File: config.mk
export PLATFORM = sky130hd
export DESIGN_NAME = uart_tx_flat
export DESIGN_NICKNAME = d
export VERILOG_FILES = /design/src/rtl/uart_tx_if.sv /design/src/rtl/uart_tx.sv /design/src/flat_wrapper.sv
export SDC_FILE = /design/constraint.sdc
export NUM_CORES = 1
export LEC_CHECK = 0
export CAP_MARGIN = 20
export CORE_MARGIN = 4
export CORE_UTILIZATION = 46
export CTS_CLUSTER_SIZE = 8
export DETAILED_ROUTE_END_ITERATION = 12
export PLACE_DENSITY_LB_ADDON = 0.1
export SYNTH_ARGS = -nofsm -noshare
export SYNTH_HDL_FRONTEND = slang
export SYNTH_SLANG_ARGS = --single-unit
File: constraint.sdc
create_clock -name clk -period 1.8 [get_ports clk]
set_input_delay 0.54 -clock clk [delete_from_list [all_inputs] [get_ports clk]]
set_output_delay 0.54 -clock clk [all_outputs]
set_load 0.005 [all_outputs]
File: src/rtl/uart_tx_if.sv
// Handshake bundle between the command/control logic and the UART transmitter.
interface uart_tx_if #(
    parameter int DATA_BITS = 8
);
    logic                 tick;
    logic                 tx_start;
    logic [DATA_BITS-1:0] tx_data;
    logic                 tx;
    logic                 tx_busy;
    logic                 tx_done;

    // Requesting side: supplies the baud tick and the byte to send.
    modport master (
        output tick,
        output tx_start,
        output tx_data,
        input  tx,
        input  tx_busy,
        input  tx_done
    );

    // Transmitter side.
    modport slave (
        input  tick,
        input  tx_start,
        input  tx_data,
        output tx,
        output tx_busy,
        output tx_done
    );
endinterface

File: src/rtl/uart_tx.sv
// 8N1 UART transmitter paced by a 16x-oversample baud tick.
// Frame: start bit, DATA_BITS data bits LSB first, stop bit held STOP_TICKS ticks.
// tx, tx_busy and tx_done are flops loaded from next-state values.
module uart_tx #(
    parameter int DATA_BITS  = 8,
    parameter int OVERSAMPLE = 16,
    parameter int STOP_TICKS = 16
) (
    input  logic     clk,
    input  logic     reset,
    uart_tx_if.slave bus
);
    localparam int CNT_MAX = (OVERSAMPLE > STOP_TICKS) ? OVERSAMPLE : STOP_TICKS;
    localparam int TW      = (CNT_MAX > 1) ? $clog2(CNT_MAX) : 1;
    localparam int BW      = (DATA_BITS > 1) ? $clog2(DATA_BITS) : 1;

    localparam logic [TW-1:0] BIT_LAST  = TW'(OVERSAMPLE - 1);
    localparam logic [TW-1:0] STOP_LAST = TW'(STOP_TICKS - 1);
    localparam logic [BW-1:0] DATA_LAST = BW'(DATA_BITS - 1);

    typedef enum logic [1:0] {
        IDLE  = 2'd0,
        START = 2'd1,
        DATA  = 2'd2,
        STOP  = 2'd3
    } state_t;

    state_t               state, state_n;
    logic [TW-1:0]        tick_cnt, tick_cnt_n;
    logic [BW-1:0]        bit_cnt, bit_cnt_n;
    logic [DATA_BITS-1:0] shift, shift_n;
    logic                 tx_r, tx_n;
    logic                 busy_r, busy_n;
    logic                 done_r, done_n;

    // State, counters, latched byte and the three registered outputs.
    always_ff @(posedge clk or posedge reset) begin
        if (reset) begin
            state    <= IDLE;
            tick_cnt <= '0;
            bit_cnt  <= '0;
            shift    <= '0;
            tx_r     <= 1'b1;
            busy_r   <= 1'b0;
            done_r   <= 1'b0;
        end else begin
            state    <= state_n;
            tick_cnt <= tick_cnt_n;
            bit_cnt  <= bit_cnt_n;
            shift    <= shift_n;
            tx_r     <= tx_n;
            busy_r   <= busy_n;
            done_r   <= done_n;
        end
    end

    // Next-state and next-output logic; outputs follow the state being entered.
    always_comb begin
        state_n    = state;
        tick_cnt_n = tick_cnt;
        bit_cnt_n  = bit_cnt;
        shift_n    = shift;

        unique case (state)
            IDLE: begin
                // Acceptance is not gated by tick; a coincident tick is not counted.
                if (bus.tx_start) begin
                    shift_n    = bus.tx_data;
                    tick_cnt_n = '0;
                    bit_cnt_n  = '0;
                    state_n    = START;
                end
            end
            START: begin
                if (bus.tick) begin
                    if (tick_cnt == BIT_LAST) begin
                        tick_cnt_n = '0;
                        state_n    = DATA;
                    end else begin
                        tick_cnt_n = tick_cnt + 1'b1;
                    end
                end
            end
            DATA: begin
                if (bus.tick) begin
                    if (tick_cnt == BIT_LAST) begin
                        tick_cnt_n = '0;
                        if (bit_cnt == DATA_LAST) begin
                            bit_cnt_n = '0;
                            state_n   = STOP;
                        end else begin
                            bit_cnt_n = bit_cnt + 1'b1;
                        end
                    end else begin
                        tick_cnt_n = tick_cnt + 1'b1;
                    end
                end
            end
            STOP: begin
                if (bus.tick) begin
                    if (tick_cnt == STOP_LAST) begin
                        tick_cnt_n = '0;
                        state_n    = IDLE;
                    end else begin
                        tick_cnt_n = tick_cnt + 1'b1;
                    end
                end
            end
            default: state_n = IDLE;
        endcase

        tx_n   = 1'b1;
        busy_n = (state_n != IDLE);
        done_n = (state == STOP) && (state_n == IDLE);
        unique case (state_n)
            START:   tx_n = 1'b0;
            DATA:    tx_n = shift_n[bit_cnt_n];
            default: tx_n = 1'b1;
        endcase
    end

    assign bus.tx      = tx_r;
    assign bus.tx_busy = busy_r;
    assign bus.tx_done = done_r;
endmodule

File: src/flat_wrapper.sv
// flat-port wrapper written by rule: the top's interface ports become plain ports
module uart_tx_flat 
#(
    parameter int DATA_BITS  = 8,
    parameter int OVERSAMPLE = 16,
    parameter int STOP_TICKS = 16
)
  (clk, reset, bus_tick, bus_tx_start, bus_tx_data, bus_tx, bus_tx_busy, bus_tx_done);
  uart_tx_if #(.DATA_BITS(DATA_BITS)) bus_i ();
  input  logic clk;
  input  logic reset;
  input wire logic [$bits(bus_i.tick)-1:0] bus_tick;
  input wire logic [$bits(bus_i.tx_start)-1:0] bus_tx_start;
  input wire logic [$bits(bus_i.tx_data)-1:0] bus_tx_data;
  output wire logic [$bits(bus_i.tx)-1:0] bus_tx;
  output wire logic [$bits(bus_i.tx_busy)-1:0] bus_tx_busy;
  output wire logic [$bits(bus_i.tx_done)-1:0] bus_tx_done;
  assign bus_i.tick = bus_tick;
  assign bus_i.tx_start = bus_tx_start;
  assign bus_i.tx_data = bus_tx_data;
  assign bus_tx = bus_i.tx;
  assign bus_tx_busy = bus_i.tx_busy;
  assign bus_tx_done = bus_i.tx_done;
  uart_tx #(.DATA_BITS(DATA_BITS), .OVERSAMPLE(OVERSAMPLE), .STOP_TICKS(STOP_TICKS)) u_core (.clk(clk), .reset(reset), .bus(bus_i));
endmodule
==> impl_results.md, run 1 <==
- DP Area: 1260 sq um
- Post-synth top flop: dfrtp_1
- Cell Count, Final, Fillers Out: 146
- Synthesized area per cell: 11.3 sq um
- Root buffer cell: clkbuf_4
- Slew Limit Headroom: 82.0%
- Sw Pwr: 424 uW
- Failing checks: negative setup slack
- Clock network fraction of total power: 23.3%
- Clock latency on the worst-skew pair: 0.30 ns
- Slew Viols, Final: 0
- Final worst path period share: 114%
- Core area: 1960 sq um
- First DRT Iteration DRCs: 9
- Final min period: 2.06 ns
- First-pass GRT wire length: 3.24 mm
- Layout cell share with drive strength beyond 1: 33.6%
- Number of flops mapped to enable cells by yosys: 0
- Core Rows: 16
- ANT cells: 0
- Largest net degree at the start of global routing: 21
- Clock Path Buffers: 2
- Worst slack, placed: -0.697 ns
- Status: complete, but fails checks
- Int Power: 1130 uW
- Synth unique cells: 32
- Mapped Area: 958 sq um
- Initial antenna violation count: 0
- CTS tree: yes
- Port Buffers: 14
- Layout Nets: 135
- Max Cap Viol: 0
- Die X: 53.6 um
- Worst VDD drop: 0.954 mV
- Post-route setup slack: -0.257 ns
- Worst R2R Path Depth: 7
- Vias in the first global route: 805
- Detail Placement HPWL: 1.46 mm
- DRC errors left: 0
- Die Area: 2880 sq um
- Post-CTS Hold Buffers: 0
- DRT Wirelength: 1.97 mm
- Switching part of the total: 27.3%
- Vias: 766
- Post-route ant nets: 0
- CP Max Fanout: 5
- WP data arrival: 2.29 ns
- Share of power burned in registers: 43.6%
- DR WL/cell: 13.5 um
- Post-synthesis register bit count: 20
- RSZ-0062 raised after global routing: true
- Total gr overflow: 0
- H-tree depth: 1
- Power density over the cells: 1150 nW/um^2
- Setup TNS: -0.311 ns
- Vias/cell: 5.25
- FFs w/ async S/R, synth: 100%
- Hold_sp: u_core.shift[7]
- Clock-pin slew on the worst setup and hold paths: 0.11 ns
- Sequential share of the synthesized area: 52.3%
- Tightest Pin Transition: 0.269 ns
- Max Freq: 486 MHz
- Setup Skew: 0.00699 ns
- Total GRT Usage: 16.1%
- GPL Wtd Cong: 0.752
- CTS sink count: 20
- Hold path depth: 1
- Worst r2r dst: u_core.bus.tx
- Starting Density: 48.9%
- Reg2Reg Setup Slack: -0.22 ns
- Reg-to-Reg Start: u_core.tick_cnt[1]
- Gate Count Post-Synth: 85
- Endpoint, Worst Hold: u_core.shift[7]
- Post-synth net total: 100
- Hold Violations, Final: 0
- Leakage: 0.000641 uW
- Gate power share: 33.1%
- IO Pins: 15
- WS Path Type: input pin to register
- Critical Path RT: 2.04 ns
- Crit start category: input pin
- DRT Pass-1 Iters: 4
- Die Y: 53.6 um
- Total chip power: 1560 uW
- Final instance area: 1350 sq um
- Ys Warns: 0
- Hold Path Class: register to register
- # setup viols final: 2
- Placed cells: 140
- Layout area overhead: 41.1%
- Crit end category: register
- CTS buffer count: 3
## worst max path at each step
stage,start,to,slack (ns),cells after the start
floorplan,u_core.tick_cnt[0],u_core.bus.tx,-0.18,8
global placement,bus_tick,u_core.bus.tx,-0.68,7
detailed placement,bus_tick,u_core.bus.tx,-0.70,7
CTS,u_core.tick_cnt[1],u_core.bus.tx,-0.25,7
global route,u_core.tick_cnt[1],u_core.bus.tx,-0.33,9
finish,bus_tx_start,u_core.bus.tx,-0.26,7
## metrics by stage
stage / hold slack, ns / util, %
2_1_floorplan: 0.472 / -
3_3_place_gp: 0.488 / 64.0
3_5_place_dp: 0.492 / 64.0
4_1_cts: 0.520 / 67.8
5_1_grt: 0.537 / 68.9
6_report: 0.514 / 68.9
## placed cells by master (no fill, tap or decap), types with 2 or more instances in the layout
cell type        synthesis  final
and3_1                   2      2
buf_4                    0     17
clkbuf_4                 1      3
clkdlybuf4s50_1          0     12
dfrtp_1                 19     19
dlygate4sd2_1            0      2
ha_1                     3      2
inv_1                    4      3
mux2_2                   8      8
mux2i_1                  4      4
nand2_1                  8      8
nand4_1                  2      2
nor2_1                   6      6
nor2b_1                  2      2
o21ai_0                  5      5
## cell families (layout without fill, tap and decap cells)
group	Yosys count	in the layout	share of synthesized area, %
multiplexers	12	12	13.6
AO/OA/AOI/OAI	16	16	11.9
flip-flops	20	20	52.4
buffers and inverters	7	41	4.05
XOR/XNOR	1	1	0.914
AND/OR/NAND/NOR	26	26	13.3
adder cells (fa/ha/maj)	3	3	3.92
## power by group through the flow
stage	combinational (uW)	clock (uW)	sequential (uW)
5_1_grt	576	396	697
6_report	515	363	679
4_1_cts	512	377	679
3_5_place_dp	511	0	690
3_3_place_gp	488	0	685
2_1_floorplan	293	0	678
## repair_timing
action                                  4_1_cts  5_1_grt
setup buffers                                 1        1
pin swaps                                     6        6
gates resized for setup                       6        4
endpoints found under the setup margin        2        4
## layout make-up
| cell class | instances | area [sq um] |
|---|---|---|
| clock inverter | 1 | 30.0 |
| sequential | 20 | 502 |
| multi-input combinational | 58 | 453 |
| timing repair buffer | 33 | 297 |
| fill | 179 | 609 |
| tap | 27 | 33.8 |
| clock buffer | 3 | 22.5 |
| inverter | 4 | 15.0 |
## worst max-delay path, stage by stage
cell	delay [ns]
clkdlybuf4s50_1	0.51
nor2_1	0.05
a211o_1	0.31
a22o_4	0.29
mux2i_1	0.14
o22ai_1	0.10
o32a_1	0.34
## state kept, by name (all words and copies together), names as in the netlist
| name | flops |
|---|---|
| u_core.shift | 8 |
| u_core.state | 2 |
| u_core.tick_cnt | 4 |
| u_core.bus.tx_done | 1 |
| u_core.bus.tx | 1 |
| u_core.bus.tx_busy | 1 |
| u_core.bit_cnt | 3 |
## Yosys cell counts (all sizes together) (2+ instances only)
cell | count | area share (%)
a22o | 3 | 2.9
nor2 | 6 | 2.3
nor2b | 2 | 1.3
dfrtp | 19 | 50
o21ai | 5 | 2.6
mux2 | 8 | 9.4
buf | 2 | 1.7
inv | 4 | 1.6
nand2 | 8 | 3.1
and3 | 2 | 1.3
nand4 | 2 | 1.3
ha | 3 | 3.9
mux2i | 4 | 4.2
## per-layer routing
layer | global-route usage, % | wire length [um]
met5 | 0 | 0
met4 | 11.9 | 49
met3 | 3.60 | 86
met2 | 29.4 | 1030
met1 | 15.8 | 803
No activity file was read; power rests on OpenSTA's default activity.
==> inputs of run 2 (changes only) <==
- REMOVE_ABC_BUFFERS: default -> 1
- SKIP_CTS_REPAIR_TIMING: default -> 1
==> impl_results.md, run 2 (synthesis gave the netlist of run 1 again) <==
- WP data arrival: 2.21 ns (-0.08 ns)
- Clock latency on the worst-skew pair: 0.29 ns (about the same)
- Top Family by Delay on Critical Path: compound AO/OA/AOI/OAI gates
- CP cell instances: ha_2 -> nand4_1 -> a211o_1 -> a22o_4 -> mux2i_1 -> o211ai_1 -> o32a_1
- CTS buffer count: 3 (unchanged)
- Gate power share: 39.4% (+6.3 points)
- Endpoint, Worst Hold: u_core.shift[3]
- Slowest cell on crit path: dfrtp_1
- Vias: 766 (unchanged)
- Tightest Pin Transition: 0.352 ns (+0.0826 ns)
- Reg-to-Reg Start: u_core.tick_cnt[1]
- Final worst path period share: 110% (-4.1 points)
- Die X: 53.6 um (unchanged)
- Die Y: 53.6 um (unchanged)
- Port Buffers: 14 (unchanged)
- ANT cells: 0 (unchanged)
- Vias/cell: 5.14 (-2.0%)
- Total GRT Usage: 18.0% (+1.8 points)
- Core Rows: 16 (unchanged)
- CTS sink count: 20 (unchanged)
- Int Power: 1030 uW (-9.5%)
- Setup Skew: 0.00173 ns (-0.00526 ns)
- Crit end category: register
- Layout cell share with drive strength beyond 1: 33.6% (about the same)
- Bufs and invs on worst path: 0 (-1)
- First-pass GRT wire length: 3.59 mm (+11%)
- Die Area: 2880 sq um (unchanged)
- Failing checks: negative setup slack
- Detail Placement HPWL: 1.54 mm (+5.8%)
- IO Pins: 15 (unchanged)
- # setup viols final: 1 (-1)
- WL met1: 853 um (+6.2%)
- Hold path depth: 1 (unchanged)
- Max Cap Viol: 0 (unchanged)
- H-tree depth: 1 (unchanged)
- First DRT Iteration DRCs: 11 (+2)
- CTS tree: yes
- Met2 WL: 1.07 mm (+4.1%)
- Met3 WL: 71 um (-17%)
- Post-route setup slack: -0.182 ns (+0.0745 ns)
- Post-route ant nets: 0 (unchanged)
- Vias in the first global route: 848 (+5.3%)
- Layout Nets: 138 (+2.2%)
- Hold Violations, Final: 0 (unchanged)
- Clock-pin slew on the worst setup and hold paths: 0.11 ns (about the same)
- Slew Viols, Final: 0 (unchanged)
- Worst path max stage delay: 0.37 ns (-0.14 ns)
- RSZ-0062 raised after global routing: true
- DR WL/cell: 13.6 um (+0.57%)
- Hold Path Class: register to register
- Worst r2r dst: u_core.bus.tx
- Total gr overflow: 0 (unchanged)
- Biggest regs: u_core.shift x8, u_core.tick_cnt x4, u_core.bit_cnt x3
- CP Max Fanout: 5 (unchanged)
- Clock network fraction of total power: 14.9% (-8.4 points)
- WS Path Type: register to register
- Share of power burned in registers: 45.7% (+2.1 points)
- Hold_sp: u_core.shift[3]
- Leakage: 0.000666 uW (+3.8%)
- DR top layer: met4
- Sw Pwr: 433 uW (+2.0%)
- Power density over the cells: 1070 nW/um^2 (-6.9%)
- DRT Pass-1 Iters: 4 (unchanged)
- Most frequent cells in the layout: 21 x buf_4, 19 x dfrtp_1, 11 x clkdlybuf4s50_1, 8 x nand2_1, 8 x mux2_2
- DRC errors left: 0 (unchanged)
- Worst slack, placed: -0.700 ns (-0.00292 ns)
- GPL Wtd Cong: 0.738 (-1.9%)
- Layout area overhead: 41.9%
- DRT Wirelength: 2.02 mm (+2.6%)
- Initial antenna violation count: 0 (unchanged)
- Max reg flops: 8 (unchanged)
- Slew Limit Headroom: 76.5% (-5.5 points)
- Reg2Reg Setup Slack: -0.18 ns (+0.04 ns)
- Core area: 1960 sq um (unchanged)
- Total chip power: 1460 uW (-6.3%)
- Status: complete, but fails checks
- Largest net degree at the start of global routing: 21 (unchanged)
- Crit start category: register
- Max Freq: 505 MHz (+3.8%)
- Critical Path RT: 2.03 ns (about the same)
- Worst VDD drop: 0.685 mV (-28%)
- Largest Register: u_core.shift
- Final min period: 1.98 ns (-0.0745 ns)
- Switching part of the total: 29.7% (+2.4 points)
- Root buffer cell: clkbuf_4
- Worst R2R Path Depth: 7 (unchanged)
- Commonest non-fill, non-tap cell in the layout: buf_4
- Starting Density: 48.9% (unchanged)
- Clock Path Buffers: 2 (unchanged)
==> run 2: final cells by class <==
type                    instances  area, sq um
clock buffers                   4         26.3
fillers                       173          602
inverters                       4         15.0
multi-input cells              58          458
flip-flops and latches         20          502
well taps                      27         33.8
repair buffers                 36          325
==> run 2: worst max path at each step <==
stage	start	endpoint	slack [ns]	cells past startpoint
floorplan	u_core.tick_cnt[0]	u_core.bus.tx	-0.23	7
global placement	bus_tick	u_core.bus.tx	-0.69	7
detailed placement	bus_tick	u_core.bus.tx	-0.70	7
CTS	bus_tick	u_core.bus.tx	-0.38	7
global route	u_core.tick_cnt[0]	u_core.bus.tx	-0.32	7
finish	u_core.tick_cnt[1]	u_core.bus.tx	-0.18	7
==> run 2: routing by layer <==
layer / vias to the layer above / GRT usage (%)
met5: - / 0
met4: 0 / 8.94
met3: 2 / 3.32
met2: 11 / 32.4
met1: 378 / 20.1
li1: 375 / -
==> run 2: power by group through the flow <==
stage                     combinational (uW)  sequential (uW)  clock [uW]
after floorplan                          259              692           0
after detailed placement                 554              678           0
final                                    575              666         217
after CTS                                557              668         231
after global placement                   533              674           0
after global routing                     647              688         250
==> run 2: worst register-to-register path, cell delays in order, from the launching register on <==
cell,delay [ns]
dfrtp_1,0.37
ha_2,0.18
nand4_1,0.12
a211o_1,0.33
a22o_4,0.29
mux2i_1,0.15
o211ai_1,0.12
o32a_1,0.36
==> run 2: per-stage QoR <==
stage          cell area (sq um)  util [%]  cells  setup TNS (ns)  hold slack (ns)
2_1_floorplan                935         -     82          -0.228            0.472
3_3_place_gp                1290      65.6    145           -2.15            0.485
3_5_place_dp                1290      65.6    145           -2.21            0.494
4_1_cts                     1310      66.9    149          -0.501            0.525
5_1_grt                     1360      69.3    149          -0.326            0.541
6_report                    1360      69.3    149          -0.182            0.521
